File: config.mk
export PLATFORM = sky130hd
export DESIGN_NAME = ring_osc_cal_ctrl
export DESIGN_NICKNAME = d
export VERILOG_FILES = /design/src/rtl/ring_osc_cal_pkg.sv /design/src/rtl/ring_osc_ref_sync.sv /design/src/rtl/ring_osc_cal_ctrl.sv
export SDC_FILE = /design/constraint.sdc
export NUM_CORES = 1
export LEC_CHECK = 0
export BUFFER_PORTS_ARGS = -buffer_cell sky130_fd_sc_hd__buf_2
export CAP_MARGIN = 20
export CORE_MARGIN = 5
export CORE_UTILIZATION = 50
export DETAILED_ROUTE_END_ITERATION = 8
export MAX_ROUTING_LAYER = met4
export PLACE_DENSITY = 0.7
export SLEW_MARGIN = 15
export SYNTH_ARGS = -nofsm -noshare
export SYNTH_HDL_FRONTEND = slang
export SYNTH_HIERARCHICAL = 1
export SYNTH_SLANG_ARGS = --single-unit
File: constraint.sdc
create_clock -name clk_ringosc_i -period 3.05 [get_ports clk_ringosc_i]
set_input_delay 0.1525 -clock clk_ringosc_i [delete_from_list [all_inputs] [get_ports clk_ringosc_i]]
set_output_delay 0.1525 -clock clk_ringosc_i [all_outputs]
set_load 0.02 [all_outputs]
File: src/rtl/ring_osc_cal_pkg.sv
// Shared types and constants for the ring-oscillator calibration controller.
package ring_osc_cal_pkg;

  typedef enum logic [1:0] {
    ST_IDLE  = 2'd0,
    ST_ARM   = 2'd1,
    ST_COUNT = 2'd2
  } cal_state_t;

  localparam logic [2:0] DIV4_SEL = 3'b011;
  localparam logic [2:0] DIV5_SEL = 3'b100;
  localparam logic [2:0] DIV6_SEL = 3'b101;
  localparam logic [2:0] DIV7_SEL = 3'b110;
  localparam logic [2:0] DIV8_SEL = 3'b111;
  localparam logic [2:0] SEL_SAFE = 3'b111;

  localparam int DEF_DIV4_THR = 32;
  localparam int DEF_DIV5_THR = 395;
  localparam int DEF_DIV6_THR = 494;
  localparam int DEF_DIV7_THR = 595;
  localparam int DEF_DIV8_THR = 693;

endpackage

File: src/rtl/ring_osc_ref_sync.sv
// Two-flop synchronizer for the 32 kHz reference plus a rising-edge detector.
module ring_osc_ref_sync (
  input  logic clk_i,
  input  logic rst_i,
  input  logic ref_i,
  output logic ref_rise_o
);

  logic r_sync1;
  logic r_sync2;
  logic r_sync3;

  always_ff @(posedge clk_i or posedge rst_i) begin
    if (rst_i) begin
      r_sync1 <= 1'b0;
      r_sync2 <= 1'b0;
      r_sync3 <= 1'b0;
    end else begin
      r_sync1 <= ref_i;
      r_sync2 <= r_sync1;
      r_sync3 <= r_sync2;
    end
  end

  assign ref_rise_o = r_sync2 & ~r_sync3;

endmodule

File: src/rtl/ring_osc_cal_ctrl.sv
// Ring-oscillator calibration controller: counts clk cycles over N reference periods.
// Optional RING_OSC_CAL_HYST_EN: div_sel_o changes only after two agreeing windows.
module ring_osc_cal_ctrl
  import ring_osc_cal_pkg::*;
#(
  parameter int CNT_W    = 16,
  parameter int WIN_W    = 4,
  parameter int DIV4_THR = DEF_DIV4_THR,
  parameter int DIV5_THR = DEF_DIV5_THR,
  parameter int DIV6_THR = DEF_DIV6_THR,
  parameter int DIV7_THR = DEF_DIV7_THR,
  parameter int DIV8_THR = DEF_DIV8_THR
) (
  input  logic             clk_ringosc_i,
  input  logic             reset_i,
  input  logic             clk_32khz_i,
  input  logic             enable_i,
  input  logic             start_i,
  input  logic             mode_i,
  input  logic [WIN_W-1:0] win_len_i,
  output logic             busy_o,
  output logic             done_o,
  output logic [CNT_W-1:0] cal_val_o,
  output logic             ovf_o,
  output logic [2:0]       div_sel_o
);

  localparam logic [CNT_W-1:0] THR4 = CNT_W'(DIV4_THR);
  localparam logic [CNT_W-1:0] THR5 = CNT_W'(DIV5_THR);
  localparam logic [CNT_W-1:0] THR6 = CNT_W'(DIV6_THR);
  localparam logic [CNT_W-1:0] THR7 = CNT_W'(DIV7_THR);
  localparam logic [CNT_W-1:0] THR8 = CNT_W'(DIV8_THR);

  // A count below DIV4 means a dead reference or stopped oscillator: fall back to the slowest divider.
  function automatic logic [2:0] sel_of(input logic [CNT_W-1:0] v, input logic ovf);
    if (ovf)            return SEL_SAFE;
    else if (v >= THR8) return DIV8_SEL;
    else if (v >= THR7) return DIV7_SEL;
    else if (v >= THR6) return DIV6_SEL;
    else if (v >= THR5) return DIV5_SEL;
    else if (v >= THR4) return DIV4_SEL;
    else                return SEL_SAFE;
  endfunction

  cal_state_t       r_state;
  cal_state_t       w_state_nxt;
  logic             w_ref_rise;
  logic [CNT_W-1:0] r_cnt;
  logic [WIN_W-1:0] r_per;
  logic             r_mode_q;
  logic [CNT_W-1:0] r_cal_val;
  logic             r_ovf;
  logic [2:0]       r_div_sel;
  logic             r_done;

  logic             w_open;
  logic             w_win_end;
  logic             w_cnt_sat;
  logic [CNT_W-1:0] w_meas;
  logic [2:0]       w_new_sel;
  logic [WIN_W-1:0] w_per_load;
  logic             w_sel_upd;

  ring_osc_ref_sync u_ref_sync (
    .clk_i      (clk_ringosc_i),
    .rst_i      (reset_i),
    .ref_i      (clk_32khz_i),
    .ref_rise_o (w_ref_rise)
  );

  assign w_open     = enable_i & (r_state == ST_ARM) & w_ref_rise;
  assign w_win_end  = enable_i & (r_state == ST_COUNT) & w_ref_rise & (r_per == WIN_W'(1));
  assign w_cnt_sat  = &r_cnt;
  assign w_meas     = w_cnt_sat ? r_cnt : r_cnt + CNT_W'(1);
  assign w_new_sel  = sel_of(w_meas, w_cnt_sat);
  assign w_per_load = (win_len_i == '0) ? WIN_W'(1) : win_len_i;

`ifdef RING_OSC_CAL_HYST_EN
  logic [2:0] r_pend_sel;

  always_ff @(posedge clk_ringosc_i or posedge reset_i) begin
    if (reset_i)        r_pend_sel <= SEL_SAFE;
    else if (w_win_end) r_pend_sel <= w_new_sel;
  end

  assign w_sel_upd = (w_new_sel == r_pend_sel);
`else
  assign w_sel_upd = 1'b1;
`endif

  always_ff @(posedge clk_ringosc_i or posedge reset_i) begin
    if (reset_i) r_state <= ST_IDLE;
    else         r_state <= w_state_nxt;
  end

  always_comb begin
    w_state_nxt = r_state;
    if (!enable_i) begin
      w_state_nxt = ST_IDLE;
    end else begin
      case (r_state)
        ST_IDLE:  if (start_i | mode_i) w_state_nxt = ST_ARM;
        ST_ARM:   if (w_ref_rise)       w_state_nxt = ST_COUNT;
        ST_COUNT: if (w_win_end && !r_mode_q) w_state_nxt = ST_IDLE;
        default:  w_state_nxt = ST_IDLE;
      endcase
    end
  end

  always_ff @(posedge clk_ringosc_i or posedge reset_i) begin
    if (reset_i) begin
      r_cnt     <= '0;
      r_per     <= '0;
      r_mode_q  <= 1'b0;
      r_cal_val <= '0;
      r_ovf     <= 1'b0;
      r_div_sel <= SEL_SAFE;
      r_done    <= 1'b0;
    end else begin
      r_done <= 1'b0;
      if (!enable_i) begin
        r_cnt <= '0;
        r_per <= '0;
      end else if (w_open) begin
        r_cnt    <= '0;
        r_per    <= w_per_load;
        r_mode_q <= mode_i;
      end else if (r_state == ST_COUNT) begin
        if (w_win_end) begin
          // Closing edge doubles as the opening edge of the next continuous window.
          r_cnt     <= '0;
          r_cal_val <= w_meas;
          r_ovf     <= w_cnt_sat;
          r_done    <= 1'b1;
          if (w_sel_upd) r_div_sel <= w_new_sel;
          if (r_mode_q) begin
            r_per    <= w_per_load;
            r_mode_q <= mode_i;
          end
        end else begin
          if (!w_cnt_sat) r_cnt <= r_cnt + CNT_W'(1);
          if (w_ref_rise) r_per <= r_per - WIN_W'(1);
        end
      end
    end
  end

  assign busy_o    = (r_state != ST_IDLE);
  assign done_o    = r_done;
  assign cal_val_o = r_cal_val;
  assign ovf_o     = r_ovf;
  assign div_sel_o = r_div_sel;

endmodule

## Word level (Yosys, flattened, before mapping)

Index checks and enable logic that the tools add are counted.

| operators by class | value |
|---|---|
| add/sub/neg operators | 2 |
| magnitude comparators | 5 |
| eq/ne operators | 9 |
| multiplexer cells | 31 |
| bitwise operators | 9 |
| reduce and logical (&&, ||, !) cells | 12 |

Operators by type and width:

| cell | count |
|---|---|
| two-way mux 16 bit | 5 |
| greater-or-equal comparator 16 x 10 -> 1 bit, second input constant | 2 |
| greater-or-equal comparator 16 x 9 -> 1 bit, second input constant | 2 |
| two-way mux 4 bit | 7 |
| two-way mux 3 bit | 6 |
| adder 16 x 1 -> 16 bit, second input constant | 1 |
| greater-or-equal comparator 16 x 6 -> 1 bit, second input constant | 1 |
| AND reduction 16 bit | 1 |
| AND reduction 3 bit | 3 |
| two-way mux 1 bit | 8 |
| two-way mux 2 bit | 4 |
| bitwise AND 1 bit | 6 |
| != test 3 bit, second input constant | 2 |
| case mux 2 bit (3 select lines) | 1 |
| nonzero test 2 bit | 3 |
| equality test 4 x 1 -> 1 bit, second input constant | 1 |
| logical NOT 4 bit | 1 |
| != test 4 x 1 -> 1 bit, second input constant | 1 |
| != test 4 bit, second input constant | 1 |
| AND reduction 4 bit | 1 |
| subtractor 4 x 1 -> 4 bit, second input constant | 1 |
| != test 3 x 1 -> 1 bit, second input constant | 1 |
| != test 3 x 2 -> 1 bit, second input constant | 1 |
| equality test 2 x 1 -> 1 bit, second input constant | 1 |
| other kinds (6) | 7 |

| storage, ports and cells | value |
|---|---|
| bits in registers | 47 |
| input bits | 10 |
| output and inout bits | 22 |

## Depth between registers and ports, before layout

| depth | value |
|---|---|
| word-level depth | 9 |
| depth in mapped cells | 10 |
| mapped depth without buffers | 9 |

## Modules after synthesis

Netlist, hierarchy kept.

By module, submodules not included:

| module | times used | cells an instance | area an instance (um^2) | seq. area each (um^2) |
|---|---|---|---|---|
| ring_osc_cal_ctrl | 1 | 296 | 2683.8 | 1104.8 |
| ring_osc_ref_sync | 1 | 5 | 92.6 | 75.1 |

## Least setup slack after synthesis

OpenSTA, ideal clock, no wires.

| timing path | value |
|---|---|
| path type | register to register |
| start | register r_cnt[0] |
| end | register r_div_sel[1], in the netlist div_sel_o[1] |
| arrival | 2288 ps |
| path slack | 702 ps |
| cell stages (with the launch flop) | 9 |
| buffers on the path | 0 |
| clock period less this slack | 2348 ps |
| cells stage by stage | dfrtp_1 ha_1 nand4_2 nor3_1 mux2_2 nor4_1 nand4b_1 nor3b_2 o22a_1 |

| on the way | value |
|---|---|
| longest elaborated chain between the ends | 8 |

RTL lines:

| item | line | text |
|---|---|---|
| start: declaration | ring_osc_cal_ctrl.sv:48 | `logic [CNT_W-1:0] r_cnt;` |
| start signal: assignment | ring_osc_cal_ctrl.sv:141 | `if (!w_cnt_sat) r_cnt <= r_cnt + CNT_W'(1);` |
| adder 16 x 1 -> 16 bit or AND reduction 16 bit (tied branches) | ring_osc_cal_ctrl.sv:74, ring_osc_cal_ctrl.sv:73 |  |
| two-way mux 16 bit | -- |  |
| greater-or-equal comparator 16 x 9 -> 1 bit | ring_osc_cal_ctrl.sv:40 | `else if (v >= THR5) return DIV5_SEL;` |
| two-way mux 3 bit | ring_osc_cal_ctrl.sv:40 |  |
| two-way mux 3 bit | ring_osc_cal_ctrl.sv:39 | `else if (v >= THR6) return DIV6_SEL;` |
| two-way mux 3 bit | ring_osc_cal_ctrl.sv:38 | `else if (v >= THR7) return DIV7_SEL;` |
| two-way mux 3 bit | ring_osc_cal_ctrl.sv:37 | `else if (v >= THR8) return DIV8_SEL;` |
| two-way mux 3 bit (*) | ring_osc_cal_ctrl.sv:36 | `if (ovf) return SEL_SAFE;` |
| end signal: assignment | ring_osc_cal_ctrl.sv:135 | `if (w_sel_upd) r_div_sel <= w_new_sel;` |
| end: declaration | ring_osc_cal_ctrl.sv:53 | `logic [2:0] r_div_sel;` |

Mark *: on every way between the ends. The rest lies on a longest branch, timed or not.
A chain may end at the register's enable or synchronous reset.

## Final worst setup path

| timing path | value |
|---|---|
| start | register r_cnt[0] |
| end | register r_div_sel[0], in the netlist div_sel_o[0] |

The elaborated chain is that of the path after synthesis.

==> metrics.md <==
| Metric | Value |
|---|---|
| First-iteration detailed-routing DRC count | about 210 |
| Logic depth of the worst setup path including buffers | 8 |
| Final antenna-violating net count | 0 |
| Net count after synthesis | between 300 and 400 |
| Crit path capture type | flip-flop |
| Share of layout cells above drive strength 1 | between 20% and 30% |
| Switching fraction of total power | approximately 28% |
| Y dimension of the die | approximately 85 µm |
| Average routed wire per standard cell | roughly 16 µm |
| Clock slew at reported path FFs | approximately 90 ps |
| FF-to-FF Start | r_cnt[0] |
| Reg power frac | between 50 and 60% |
| Slowest cell on the critical path | sky130_fd_sc_hd__dfrtp_1 |
| Critical Path Source Type | flip-flop |
| Worst-case headroom to the max-slew limit | 48.58% |
| Most used flip-flop cell after synthesis | sky130_fd_sc_hd__dfrtp_1 |
| CP Cell Sequence | ha_1 -> and4_2 -> nand4_2 -> mux2_2 -> o211ai_2 -> a2111oi_2 -> o31ai_1 -> a21oi_1 |
| Number of buffers added by the clock tree synthesis step | 5 |
| Worst-Margin Slew | 766.6 ps |
| Count of flip-flops with a built-in enable after synthesis | 0 |
| Hold Buf Count CTS | 2 |
| # placed instances | 396 |
| CTS sink cnt | 47 |
| Post-cts gate resize count | 0 |
| Cell area after technology mapping | 2776 µm² |
| Total detailed-routing wirelength | approximately 6600 µm |
| Tcrit/Tclk final | between 80% and 90% |
| Clock H-tree levels | 2 |
| Fraction of synthesis flops using an asynchronous set or reset pin | 100.0% |
| Routed via count divided by cell count | slightly below 6 |
| WP data arrival | slightly below 3000 ps |
| Internal power of the cells | ~900 µW |
| Commonest non-fill, non-tap cell in the layout | sky130_fd_sc_hd__dfrtp_1 |
| Worst Reg2Reg Path Length in Cells | 8 |
| Vias in the first global route | 2218 |
| Clk network pwr share | 30.4% |
| Hold Crit Class | primary input to flip-flop |
| Global-route wire length before repair | around 11000 µm |
| Number of standard-cell rows in the floorplan | 27 |
| Unrepaired setup endpoints after global routing | false |
| Number of standard cells in the layout, taps in and fillers out | between 400 and 500 |
| Total of buffers placed on input and output ports | 31 |
| Worst slack at placement | around 450 ps |
| PD cells | 407.7 nW/µm² |
| # DRC | 0 |
| Antenna violations before repair | 0 |
| FMAX | 375.4 MHz |
| Die Footprint | 7143 µm² |
| Buffer cell driving the clock tree root | sky130_fd_sc_hd__clkbuf_8 |
| Total number of yosys warnings | 6 |
| Number of search-and-repair iterations in the first detailed-routing pass | 4 |
| Mean cell area of the mapped netlist | 9.224 µm² |
| Reg-to-reg slack, setup | slightly below 400 ps |
| Net switching power of the design | ~360 µW |
| Die X | between 80 and 90 µm |
| Clock insertion delay at the later pin of the skew report | 300 ps |
| Terminus of the critical flop-to-flop path | div_sel_o[0] |
| Placement-stage cell area | between 2000 and 3000 µm² |
| Crit path launch | r_cnt[0] |
| Capturing element of the worst setup path | div_sel_o[0] |
| IR drop worst, VDD | just over 300 µV |
| Leakage dissipation | roughly 1.5 nW |
| Highest-count cells in the layout ignoring fill and taps | sky130_fd_sc_hd__dfrtp_1, sky130_fd_sc_hd__nand2_1, sky130_fd_sc_hd__buf_2 |
| Buffering stage count on the worst path with inverters included | 0 |
| Post-Route Setup TNS | 0 ps |
| Number of maximum-capacitance violations | 0 |
| Maximum number of pins on one net before global-route repair | 28 |
| Total Power Consumption | about 1.3 mW |
| Total number of nets in the final design | between 300 and 400 |
| Gr ovfl total | 0 |
| Max incr delay on CP | ~500 ps |
| Cells after Synth | roughly 300 |
| Outcome | finished clean |
| Total number of vias | between 2k and 2.5k |
| Total routing resource utilization after global routing | approximately a fifth |
| Final Worst Setup Slack | around 390 ps |
| Slew Limit Fails | 0 |
| Starting utilization of the core area | between 50% and 60% |
| Fin Clk Skew | between 9 and 10 ps |
| WS Path Type | flip-flop to flip-flop |
| Fill count | slightly below 500 |
| Layout overhead on the synthesized area | 11.22% |
| Crit-path max FO | 10 |
| Final setup violation count | 0 |
| Global placement routability congestion | about 0.99 |
| Library cells used by synthesis | 66 |
| Post-CTS Setup Inserts | 0 |
| Minimum clock period after layout | between 2000 and 3000 ps |
| Detailed placer's ending HPWL | between 4000 and 5000 µm |
| Final hold viol count | 0 |
| Maximum root-to-sink buffer count | 2 |
| Power share of the combinational group | 14.2% |
| Io pins | 32 |
| Area inside the core boundary | roughly 5400 µm² |
| #FFs+latches synth | between 40 and 50 |
| Final standard cell area without fillers | about 3100 µm² |
| Antenna diode count | 0 |
| Required @ worst endpoint | 3290 ps |
| Clock tree from TritonCTS | built |
| CP top delay family | compound AO/OA/AOI/OAI gates |
| Sequential share of the synthesized area | a little over two fifths |
power groups by stage:
| stage | Clock (mW) | Sequential [mW] | Combinational [mW] |
|---|---|---|---|
| finish | 0.383 | 0.698 | 0.178 |
| global route | 0.425 | 0.705 | 0.200 |
| CTS | 0.390 | 0.697 | 0.180 |
| detailed placement | 0 | 0.709 | 0.177 |
| global placement | 0 | 0.709 | 0.175 |
| floorplan | 0 | 0.727 | 0.105 |
routing by layer:
metal | up-vias | global-route usage (%) | share of wire, %
met5 | - | - | 0
met4 | 0 | 5.324 | 2.1
met3 | 12 | 4.024 | 4.9
met1 | 1148 | 27.36 | 46
met2 | 53 | 30.60 | 47
li1 | 1166 | - | -
stage by stage:
stage	utilization, %	hold WS (ps)
floorplan	-	-93.86
global placement	54.75	32.28
detailed placement	54.75	35.54
CTS	56.77	95.51
global route	56.77	104.1
finish	56.77	96.41
synth_stat cells (3+ instances only):
cell type,instances,share of area (%)
sky130_fd_sc_hd__dfstp_2,3,2.8
sky130_fd_sc_hd__nor3_1,10,1.8
sky130_fd_sc_hd__buf_6,4,1.6
sky130_fd_sc_hd__ha_1,5,2.3
sky130_fd_sc_hd__or2_2,4,0.90
sky130_fd_sc_hd__nand3_1,12,2.2
sky130_fd_sc_hd__o21ai_0,29,5.2
sky130_fd_sc_hd__a22o_1,4,1.3
sky130_fd_sc_hd__a31oi_1,7,1.6
sky130_fd_sc_hd__a21o_1,4,1.1
sky130_fd_sc_hd__buf_4,3,0.81
sky130_fd_sc_hd__clkbuf_1,7,0.95
sky130_fd_sc_hd__xnor2_1,3,0.95
sky130_fd_sc_hd__o31ai_1,3,0.81
sky130_fd_sc_hd__nor2_1,17,2.3
sky130_fd_sc_hd__nand4_1,3,0.68
sky130_fd_sc_hd__a21oi_1,13,2.3
sky130_fd_sc_hd__nand2_1,41,5.5
sky130_fd_sc_hd__dfrtp_1,44,40
sky130_fd_sc_hd__nand4_2,3,1.4
sky130_fd_sc_hd__inv_1,14,1.9
sky130_fd_sc_hd__and3_1,5,1.1
sky130_fd_sc_hd__xor2_1,3,0.95
sky130_fd_sc_hd__o21ai_1,3,0.54
area by class of cell:
cell class / count / area [µm²] / share of cell area [%]
Clock buffer: 6 / 72.57 / 2.350
Clock inverter: 2 / 17.52 / 0.5673
Inverter: 14 / 52.55 / 1.702
Multi-Input combinational cell: 224 / 1440 / 46.64
Sequential cell: 47 / 1180 / 38.21
Tap cell: 72 / 90.09 / 2.917
Timing Repair Buffer: 41 / 235.2 / 7.618
registers in the layout (all words and copies together) (netlist names):
name / flops
u_ref_sync/r_sync2: 1
cal_val_o: 16
u_ref_sync/r_sync3: 1
r_per: 4
r_cnt: 16
u_ref_sync/r_sync1: 1
div_sel_o: 3
ovf_o: 1
done_o: 1
r_mode_q: 1
r_state: 2
worst min-delay path by stage:
| stage | start | end | slack (ps) | cells after the start |
|---|---|---|---|---|
| floorplan | reset_i | u_ref_sync/r_sync1 | -90 | 1 |
| detailed placement | reset_i | u_ref_sync/r_sync1 | 40 | 2 |
| global placement | reset_i | u_ref_sync/r_sync1 | 30 | 2 |
| global route | mode_i | r_mode_q | 100 | 2 |
| CTS | mode_i | r_mode_q | 100 | 2 |
| finish | mode_i | r_mode_q | 100 | 2 |
cells by family (layout without fill, tap and decap cells):
group	Yosys count	count (layout)	synth area share (%)
buf+inv	30	63	5.633
mux	2	2	0.8111
flops	47	47	42.50
fa+ha+maj	5	5	2.253
compound gates	86	86	20.59
simple gates	123	123	25.15
xor+xnor	8	8	3.065
Note: power is estimated with default switching activity, not from simulation.
